<file path="config.mk">
export PLATFORM = sky130hd
export DESIGN_NAME = traffic_light_ctrl
export DESIGN_NICKNAME = d
export VERILOG_FILES = /design/src/rtl/traffic_light_ctrl.sv
export SDC_FILE = /design/constraint.sdc
export NUM_CORES = 1
export LEC_CHECK = 0
export CAP_MARGIN = 20
export CORE_AREA = 2 2 39 41
export DETAILED_ROUTE_END_ITERATION = 8
export DIE_AREA = 0 0 41 43
export GPL_TIMING_DRIVEN = 0
export PLACE_DENSITY = 0.75
export REMOVE_ABC_BUFFERS = 1
export SKIP_LAST_GASP = 1
export SYNTH_ARGS = -nofsm -noshare
export SYNTH_HDL_FRONTEND = slang
export SYNTH_SLANG_ARGS = --single-unit
</file>
<file path="constraint.sdc">
create_clock -name clock -period 2.3 [get_ports clock]
set_input_delay 0.23 -clock clock [delete_from_list [all_inputs] [get_ports clock]]
set_output_delay 0.23 -clock clock [all_outputs]
set_load 0.05 [all_outputs]
</file>
<file path="src/rtl/traffic_light_ctrl.sv">
// Two-road intersection controller with minimum/maximum green, timed yellow
// and optional all-red clearance. Lamp outputs are a pure decode of the state.
module traffic_light_ctrl #(
    parameter int GREEN_MIN     = 4,
    parameter int GREEN_MAX     = 8,
    parameter int YELLOW_CYCLES = 2,
    parameter int RED_CYCLES    = 1,
    parameter int CNT_W         = 4
) (
    input  logic       clock,
    input  logic       reset,
    input  logic       EWCar,
    input  logic       NSCar,
    output logic [2:0] NSLite,
    output logic [2:0] EWLite,
    output logic [2:0] phase
);

    typedef enum logic [2:0] {
        NS_GREEN   = 3'd0,
        NS_YELLOW  = 3'd1,
        NS_RED_CLR = 3'd2,
        EW_GREEN   = 3'd3,
        EW_YELLOW  = 3'd4,
        EW_RED_CLR = 3'd5
    } state_t;

    localparam logic [2:0] LAMP_GREEN  = 3'b001;
    localparam logic [2:0] LAMP_YELLOW = 3'b010;
    localparam logic [2:0] LAMP_RED    = 3'b100;

    // Terminal timer values; a phase left at N-1 lasts exactly N cycles.
    localparam logic [CNT_W-1:0] GMIN_LAST = CNT_W'(GREEN_MIN - 1);
    localparam logic [CNT_W-1:0] GMAX_LAST = CNT_W'(GREEN_MAX - 1);
    localparam logic [CNT_W-1:0] YEL_LAST  = CNT_W'(YELLOW_CYCLES - 1);
    localparam logic [CNT_W-1:0] RED_LAST  = CNT_W'((RED_CYCLES > 0) ? RED_CYCLES - 1 : 0);
    localparam bit               SKIP_RED  = (RED_CYCLES == 0);

    state_t           r_state;
    state_t           w_next;
    logic [CNT_W-1:0] r_timer;
    logic             w_green;
    logic             w_ns_exit;
    logic             w_ew_exit;

    assign w_green = (r_state == NS_GREEN) || (r_state == EW_GREEN);

    // Green ends only when the other road waits: early if own road is idle,
    // otherwise once the maximum green has been served.
    always_comb begin
        w_ns_exit = EWCar && (((r_timer >= GMIN_LAST) && !NSCar) || (r_timer >= GMAX_LAST));
        w_ew_exit = NSCar && (((r_timer >= GMIN_LAST) && !EWCar) || (r_timer >= GMAX_LAST));
    end

    always_comb begin
        w_next = r_state;
        case (r_state)
            NS_GREEN: begin
                if (w_ns_exit) w_next = NS_YELLOW;
            end
            NS_YELLOW: begin
                if (r_timer == YEL_LAST) begin
                    if (SKIP_RED) w_next = EW_GREEN;
                    else          w_next = NS_RED_CLR;
                end
            end
            NS_RED_CLR: begin
                if (r_timer == RED_LAST) w_next = EW_GREEN;
            end
            EW_GREEN: begin
                if (w_ew_exit) w_next = EW_YELLOW;
            end
            EW_YELLOW: begin
                if (r_timer == YEL_LAST) begin
                    if (SKIP_RED) w_next = NS_GREEN;
                    else          w_next = EW_RED_CLR;
                end
            end
            EW_RED_CLR: begin
                if (r_timer == RED_LAST) w_next = NS_GREEN;
            end
            default: w_next = NS_GREEN;
        endcase
    end

    always_ff @(posedge clock or posedge reset) begin
        if (reset) begin
            r_state <= NS_GREEN;
            r_timer <= '0;
        end else begin
            r_state <= w_next;
            if (w_next != r_state)
                r_timer <= '0;
            else if (w_green && (r_timer >= GMAX_LAST))
                r_timer <= GMAX_LAST;
            else
                r_timer <= r_timer + 1'b1;
        end
    end

    always_comb begin
        NSLite = LAMP_RED;
        EWLite = LAMP_RED;
        phase  = r_state;
        case (r_state)
            NS_GREEN:  NSLite = LAMP_GREEN;
            NS_YELLOW: NSLite = LAMP_YELLOW;
            EW_GREEN:  EWLite = LAMP_GREEN;
            EW_YELLOW: EWLite = LAMP_YELLOW;
            default: begin
                NSLite = LAMP_RED;
                EWLite = LAMP_RED;
            end
        endcase
    end

endmodule

</file>
==> run_results.csv <==
group,metric,value,unit
run_status,outcome,"finished, final reports clean",
global_route,antenna_found_initial,0,
sta,rsz0062_at_grt,"no",
global_route,grt_remaining_overflow,0,
floorplanning,core.rowCount,14,
clocking,post_cts.repair.setup_buffers,0,
synth,syn_avg_cell_area,8.739,um2
floorplanning,die_x,41,um
sta,setup_violations,0,
synth,ys_ff_latch,7,
sta,slew_viol_final,0,
worst_setup_path,endpoint_kind,"output port",
clocking,clock_latency,0.24,ns
sta,finalHoldViolCount,0,
placement,io_buffers,12,
routing,ant_nets,0,
floorplanning,coreArea,1384,um2
routing,wl_met3,66,um
clocking,htree_levels,1,
floorplanning,die-area,1763,um2
sta,fin_hold_ws,0.2079,ns
synth,synth_edf_count,0,
synth,yosysUniqueCellTypes,34,
sta,clock_skew,0.0005126,ns
floorplanning,io-pin-count,13,
finish,n_antenna_cell,0,
placement,gp_congestion,0.7921,
worst_setup_path,worstPathArrival,1.91,ns
routing,wl_met2,473,um
clocking,numCtsBuffers,3,
routing,firstDrtPassIters,4,
clocking,cts_tree,"yes",
sta,slew_headroom,0.6653,
global_route,grt_usage,0.1524,
clocking,cts-root-buf,"clkbuf_4",
global_route,grt_pass1_vias,453,
worst_setup_path,critPathKind,"register to output port",
synth,syn_area,559.3,um2
synth,synth_ff_type,"dfrtp_1",
sta,worst_slew_pin_slew,0.5013,ns
sta,post-route-min-period,2.140,ns
synth,ys_async_sr_fraction,1.000,
sta,post-route-period-util,0.9303,
clocking,cts_sinks,7,
routing,wl_met1,526,um
flow_run,cap_viol_max_count,0,
synth,yosys_warnings,0,
global_route,grt_start_max_net_pins,14,
clocking,path_clk_slew,0.05,ns
finish,syn_to_final_growth,25.95,%
worst_setup_path,critical_path_required,2.07,ns
finish,drive_gt1_frac,0.1053,
clocking,cts_max_path_buffers,2,
global_route,grt_pass1_wl,1794,um
floorplanning,start_util,0.4042,
placement,hpwl,863.4,um
synth,yosysSeqAreaShare,0.3132,
routing,drc,0,
routing,routedWlPerCell,11.68,um
worst_setup_path,critPathMaxFanout,11,
min_path,hold_path_class,"primary input to async pin",
worst_setup_path,critPathLaunchType,"register",
floorplanning,die_h,43,um
finish,nets,84,
sta,fmax,467.3,MHz
routing,dr_total_vias,493,
routing,drt_iter0_drc,9,
routing,top_layer_used,"met4",
synth,postSynthCellCount,64,
routing,routed_via_density,5.359,
routing,routed_wl,1075,um
==> timing repair <==
action / in CTS / in global routing
endpoints found under the setup margin: 0 / 3
hold buffers: 0 / 0
resized for setup: 0 / 3
==> through the flow <==
stage                     cells  utilization  setup slack [ns]  cell area, um2  setup TNS, ns
after detailed placement     88       0.4846            0.2692           670.6              0
after global placement       88       0.4846            0.2979           670.6              0
after CTS                    92       0.5036           0.08375           696.9              0
final                        92       0.5090            0.1602           704.4              0
after global routing         92       0.5090           0.05177           704.4              0
after floorplan              60            -           -0.5123           530.5         -2.619
==> logic make-up (layout without fill, tap and decap cells) <==
kind of cell,after synthesis,count (layout),synth area share
simple gates,26,26,0.2729
compound gates,13,13,0.1723
buf+inv,10,22,0.09172
flops,7,7,0.3132
fa+ha+maj,4,4,0.08502
xor+xnor,3,3,0.04699
mux,1,1,0.01790
==> per-layer routing <==
layer  global-route usage  up-vias
met5                    0        -
met4               0.1000        0
met3              0.03141        2
met2               0.2188       15
met1               0.1973      224
li1                     -      252
==> path summary, 6_finish.rpt <==
path                       depth (start not counted)  slack (ns)  startpoint          to
min                                                2        0.21       reset    phase[2]
max reg2reg                                        6        0.40  r_timer[0]  r_timer[3]
min reg2reg                                        1        0.58    phase[2]    phase[1]
max                                                3        0.16    phase[0]   EWLite[2]
min in group clock                                 1        0.58    phase[2]    phase[1]
max in group asynchronous                          2        1.89       reset  r_timer[0]
==> cell usage after synthesis (2+ instances only) <==
cell     count  area [um2]
nor3_1       2       10.01
buf_2        2       10.01
nor2_1       8       30.03
xor2_1       3       26.28
inv_1        5       18.77
nor4_1       2       12.51
and3_1       2       12.51
ha_1         3       37.54
dfrtp_1      7       175.2
nand3_1      2       10.01
o21ai_0      3       15.01
nor3b_1      2       15.01
nand2_1      2       7.510
==> cells in the final DEF (no fill, tap or decap), types with 3 or more instances in the layout <==
cell type,instances
clkdlybuf4s50_1,9
clkbuf_4,3
inv_1,5
xor2_1,3
dfrtp_1,7
nor2_1,8
ha_1,3
dlymetal6s2s_1,3
o21ai_0,3
==> final cells by class <==
class	count	area, um2
Fill cell	142	679.4
Clock buffer	4	26.28
Tap cell	16	20.02
Sequential cell	7	175.2
Timing Repair Buffer	12	127.6
Inverter	6	22.52
Multi-Input combinational cell	47	332.8
==> state kept, by name, indices dropped and copies added, names as in the netlist <==
register,flops
r_timer,4
phase,3
==> critical path, cell delays in order (launching register included) <==
cell	delay (ns)
dfrtp_1	0.49
and3_1	0.28
nor2_1	0.09
clkdlybuf4s50_1	0.80
Power is left out: the tool's default activity adds up to more than one toggle a clock period on the data nets, which glitch-free logic cannot reach.
